`src/rtl/pe_mac_scheduler.sv`:
```
// Round-robin scheduler sharing one PE/accumulator between two dot-product requesters.
// Optional perf counters (job_cnt0/1, busy_cycles) are enabled by defining PE_SCHED_PERF_EN.
module pe_mac_scheduler #(
    parameter int unsigned PIPE_LAT = 2,
    parameter int unsigned MAX_LEN  = 9
) (
    input  logic        clk,
    input  logic        reset,
    input  logic [1:0]  req_valid,
    input  logic [1:0]  req_last,
    input  logic [15:0] req_a,
    input  logic [15:0] req_b,
    output logic [1:0]  req_ready,
    output logic [7:0]  pe_a,
    output logic [7:0]  pe_b,
    output logic        pe_clear,
    input  logic [7:0]  pe_acc,
    output logic        rsp_valid,
    output logic        rsp_id,
    output logic [7:0]  rsp_data,
    output logic        rsp_err,
    input  logic        rsp_ready,
    output logic        busy
`ifdef PE_SCHED_PERF_EN
    ,
    output logic [15:0] job_cnt0,
    output logic [15:0] job_cnt1,
    output logic [15:0] busy_cycles
`endif
);

    localparam int unsigned CW = $clog2(MAX_LEN + 1);
    localparam int unsigned DW = (PIPE_LAT > 0) ? $clog2(PIPE_LAT + 1) : 1;
    localparam logic [CW-1:0] LAST_CNT  = CW'(MAX_LEN - 1);
    localparam logic [DW-1:0] DRAIN_END = DW'(PIPE_LAT);

    typedef enum logic [2:0] {IDLE, CLEAR, STREAM, DRAIN, RESP} state_t;

    state_t        state, state_d;
    logic          gnt, gnt_d;
    logic          rr, rr_d;
    logic [CW-1:0] cnt, cnt_d;
    logic [DW-1:0] drain, drain_d;
    logic          err, err_d;
    logic [7:0]    pe_a_d, pe_b_d;
    logic          pe_clear_d;
    logic          rsp_valid_d, rsp_id_d, rsp_err_d;
    logic [7:0]    rsp_data_d;
    logic [7:0]    a_sel, b_sel;
    logic          valid_sel, last_sel;

    assign a_sel     = gnt ? req_a[15:8] : req_a[7:0];
    assign b_sel     = gnt ? req_b[15:8] : req_b[7:0];
    assign valid_sel = req_valid[gnt];
    assign last_sel  = req_last[gnt];
    assign busy      = (state != IDLE);

    always_ff @(posedge clk or posedge reset) begin
        if (reset) begin
            state     <= IDLE;
            gnt       <= 1'b0;
            rr        <= 1'b0;
            cnt       <= '0;
            drain     <= '0;
            err       <= 1'b0;
            pe_a      <= '0;
            pe_b      <= '0;
            pe_clear  <= 1'b0;
            rsp_valid <= 1'b0;
            rsp_id    <= 1'b0;
            rsp_data  <= '0;
            rsp_err   <= 1'b0;
        end else begin
            state     <= state_d;
            gnt       <= gnt_d;
            rr        <= rr_d;
            cnt       <= cnt_d;
            drain     <= drain_d;
            err       <= err_d;
            pe_a      <= pe_a_d;
            pe_b      <= pe_b_d;
            pe_clear  <= pe_clear_d;
            rsp_valid <= rsp_valid_d;
            rsp_id    <= rsp_id_d;
            rsp_data  <= rsp_data_d;
            rsp_err   <= rsp_err_d;
        end
    end

    // PE-side outputs are registered, so each is computed one cycle ahead of the state it belongs to.
    always_comb begin
        state_d     = state;
        gnt_d       = gnt;
        rr_d        = rr;
        cnt_d       = cnt;
        drain_d     = drain;
        err_d       = err;
        pe_a_d      = '0;
        pe_b_d      = '0;
        pe_clear_d  = 1'b0;
        rsp_valid_d = rsp_valid;
        rsp_id_d    = rsp_id;
        rsp_data_d  = rsp_data;
        rsp_err_d   = rsp_err;
        req_ready   = '0;
        case (state)
            IDLE: begin
                if (|req_valid) begin
                    gnt_d      = (req_valid == 2'b11) ? rr : req_valid[1];
                    state_d    = CLEAR;
                    pe_clear_d = 1'b1;
                end
            end
            CLEAR: begin
                cnt_d   = '0;
                state_d = STREAM;
            end
            STREAM: begin
                req_ready[gnt] = 1'b1;
                if (valid_sel) begin
                    pe_a_d = a_sel;
                    pe_b_d = b_sel;
                    cnt_d  = cnt + 1'b1;
                    if (last_sel) begin
                        state_d = DRAIN;
                        err_d   = 1'b0;
                        drain_d = '0;
                    end else if (cnt == LAST_CNT) begin
                        state_d = DRAIN;
                        err_d   = 1'b1;
                        drain_d = '0;
                    end
                end
            end
            DRAIN: begin
                if (drain == DRAIN_END) begin
                    rsp_data_d  = pe_acc;
                    rsp_valid_d = 1'b1;
                    rsp_id_d    = gnt;
                    rsp_err_d   = err;
                    state_d     = RESP;
                end else begin
                    drain_d = drain + 1'b1;
                end
            end
            RESP: begin
                if (rsp_ready) begin
                    rsp_valid_d = 1'b0;
                    rr_d        = ~gnt;
                    state_d     = IDLE;
                end
            end
            default: state_d = IDLE;
        endcase
    end

`ifdef PE_SCHED_PERF_EN
    always_ff @(posedge clk or posedge reset) begin
        if (reset) begin
            job_cnt0    <= '0;
            job_cnt1    <= '0;
            busy_cycles <= '0;
        end else begin
            if (state == RESP && rsp_ready) begin
                if (!gnt && job_cnt0 != '1) job_cnt0 <= job_cnt0 + 1'b1;
                if (gnt && job_cnt1 != '1)  job_cnt1 <= job_cnt1 + 1'b1;
            end
            if (busy && busy_cycles != '1) busy_cycles <= busy_cycles + 1'b1;
        end
    end
`endif

endmodule

```
`config.mk`:
```
export PLATFORM = sky130hd
export DESIGN_NAME = pe_mac_scheduler
export DESIGN_NICKNAME = d
export VERILOG_FILES = /design/src/rtl/pe_mac_scheduler.sv
export SDC_FILE = /design/constraint.sdc
export NUM_CORES = 1
export LEC_CHECK = 0
export CAP_MARGIN = 20
export CELL_PAD_IN_SITES_DETAIL_PLACEMENT = 1
export CELL_PAD_IN_SITES_GLOBAL_PLACEMENT = 1
export CORE_UTILIZATION = 28
export DETAILED_ROUTE_END_ITERATION = 12
export GPL_ROUTABILITY_DRIVEN = 0
export GPL_TIMING_DRIVEN = 0
export PLACE_DENSITY_LB_ADDON = 0.08
export SYNTH_ARGS = -nofsm -noshare
export SYNTH_HDL_FRONTEND = slang
export SYNTH_SLANG_ARGS = --single-unit
```
`constraint.sdc`:
```
create_clock -name clk -period 1.3 [get_ports clk]
set_input_delay 0.13 -clock clk [delete_from_list [all_inputs] [get_ports clk]]
set_output_delay 0.13 -clock clk [all_outputs]
set_load 0.01 [all_outputs]
```
==> impl_metrics.ini <==
[setup_path]
path_cells = buf_6 -> or3b_4 -> nor2_4 -> buf_6
r2r_start = state[2]
cp.required_ns = 1.17
worst_r2r_path_depth = 5
path_max_fanout = 10
reg2reg_setup_slack_ns = -0.31
critPathCaptureType = primary output
cp.arrival_ns = 1.49
cp-start-kind = register
path_class = reg -> out
crit_path_max_incr_delay_ns = 0.43
crit_slowest_cell = or3b_4
worstReg2RegEnd = drain[1]
cpMostUsedCell = buf_6

[route]
wirelength_um = 4960
vias = 1519
drtPass1Iterations = 4
drc = 0
viasPerCell = 4.72
drt_iter0_drc = 55
detail-route-antenna-nets = 0
wl_per_cell_um = 15.4

[flow_run]
cap_violations = 0

[layout]
n_fill_cell = 648
multi_input_area_um2 = 817
drive_above_1_share_pct = 22.3
final_common_cell = clkdlybuf4s50_1
nets = 297
final_cells = 322
syn_to_final_growth_pct = 64.1
fin_area_um2 = 2970
register_area_um2 = 1000
final_cell_mix = 46 x clkdlybuf4s50_1, 38 x dfrtp_1, 20 x mux2i_1
diodes = 0

[power_and_ir_drop]
swShare_pct = 36.3
finalPower_mw = 5.85
vdd_ir_drop_max_mv = 0.790
internal_power_mw = 3.73
total_leakage_power_nw = 1.54
pwr-share-comb_pct = 52.6
power_frac_clock_pct = 13.3
switching_power_mw = 2.12
power_density_nw_per_um2 = 1970
seq_power_share_pct = 34.1

[place]
dp_cells = 306
pre_cts_ws_ns = -0.622
post_dp_cell_area_um2 = 2680
hpwl_um = 3660
numPortBuffers = 77

[synthesis]
synth-edff-count = 0
synthArstFlopShare_pct = 100
synth_compound_gate_area_share_pct = 7.20
synth_seq_area_share_pct = 55.4
synth-adder-area-share_pct = 2.08
synth_ff_type = dfrtp_1
synth_cell_types = 36
muxShareOfSynthArea_pct = 17.9
synthesis.nets = 204
synth_top_family_by_area = multiplexers
syn_area_um2 = 1810
synth-simple-area-share_pct = 13.8
synthXorXnorAreaFrac_pct = 0
yosysWarnings = 0
syn_inst = 154
ys_ff_latch = 40
syn_avg_cell_area_um2 = 11.7

[clock_tree]
cts_hold_buf = 0
cts_htree_levels = 2
cts_tree = yes
clkTransAtPathRegs_ns = 0.07
cts-root-buf = clkbuf_8
cts_buffer_depth = 2
clkLatencyLatePin_ns = 0.29
cts_buffers = 5
clock-sinks = 40

[timing]
post-route-min-period_ns = 1.62
whs_ns = 0.332
fin_skew_ns = 0.00897
clock.fmax_ghz = 0.619
worstMarginPinSlew_ns = 0.834
fin_ws_ns = -0.315
drv_slew = 0
finalSetupViolations = 29
rsz0062_at_grt = true
finalHoldViolCount = 0
slew-limit-headroom_pct = 44.3
period_share_pct = 124

[die]
std_cell_rows = 28
die_y_um = 82.3
io_pins = 78
start_util_pct = 29.8
die_w_um = 82.3
core-area_um2 = 6060
dieArea_um2 = 6780

[global_routing]
antenna_found_initial = 0
grt_pass1_wl_um = 7670
grt_pass1_vias = 1639
grt_overflow = 0
grt_max_degree = 41
grt_usage_pct = 15.4

[hold_path]
hp-class = in -> async

[run_status]
outcome = finished with violations
failed_checks = setup timing
## final cells by class
type | instances | share of cell area [%]
flip-flops and latches | 40 | 33.8
repair buffers | 86 | 29.3
multi-input cells | 100 | 27.6
well taps | 75 | 3.16
plain buffers | 8 | 2.78
clock buffers | 6 | 2.45
inverters | 6 | 0.759
clock inverters | 1 | 0.169
## critical path, delay by kind of cell (launching register included)
family,cells,cell delay (ns)
AND/OR/NAND/NOR,2,0.54
flip-flops,1,0.40
buffers and inverters,2,0.27
## worst max-delay path by stage
stage | start | end | slack [ns] | cells after the start
after floorplan | state[2] | drain[0] | -0.03 | 4
after global placement | reset | cnt[1] | -0.63 | 2
after detailed placement | gnt | req_ready[1] | -0.62 | 4
after CTS | state[0] | req_ready[0] | -0.33 | 4
after global routing | state[2] | req_ready[0] | -0.36 | 4
final | state[2] | req_ready[0] | -0.32 | 4
## logic make-up (layout without fill, tap and decap cells)
group,Yosys count,after routing
buffers and inverters,14,107
and+or+nand+nor,48,48
DFF,40,40
muxes,31,31
AOI/OAI and AO/OA,18,18
adders and majority gates,3,3
## synthesized netlist by cell type (2+ instances only)
master	count	area share [%]
dfrtp_1	40	55
nor2_1	21	4.4
mux2i_1	20	11
mux2_2	11	6.9
nand2_1	7	1.5
inv_1	6	1.2
o21ai_0	6	1.7
buf_2	4	1.1
nand3_1	4	1.1
clkbuf_1	3	0.62
ha_1	3	2.1
a21oi_1	2	0.55
and2_1	2	0.69
nand3b_1	2	0.83
nor3_1	2	0.55
## routing by layer
metal	global-route usage, %	part of all wire, %	wire length (um)
met5	0	0	0
met4	4.74	1.6	80
met3	3.96	4.9	244
met2	28.2	53	2650
met1	17.3	40	1990
## through the flow
step | setup TNS, ns | util (%)
floorplan | -0.0596 | -
global placement | -30.41 | 44.2
detailed placement | -6.16 | 44.2
CTS | -4.82 | 47.0
global route | -5.38 | 48.9
finish | -3.49 | 48.9
## repair_timing
item | in CTS | in global routing
gates cloned | 1 | 0
setup buffers | 6 | 2
pin swaps | 4 | 1
gates resized for setup | 47 | 37
endpoints found under the setup margin | 46 | 54
## sequential cells by signal (all words and copies together) (netlist names)
register	count
pe_a	8
pe_b	8
rsp_data	8
cnt	4
state	3
drain	2
err	1
gnt	1
pe_clear	1
rr	1
rsp_err	1
rsp_id	1
rsp_valid	1
## power groups by stage
stage                     clock network [mW]  registers [mW]  logic [mW]
after floorplan                            0            2.12        1.40
after global placement                     0            1.98        2.70
after detailed placement                   0            2.02        2.77
after CTS                              0.816            2.01        2.91
after global routing                   0.871            2.06        3.36
final                                  0.781            1.99        3.08
Power figures use the tool's default switching activity.
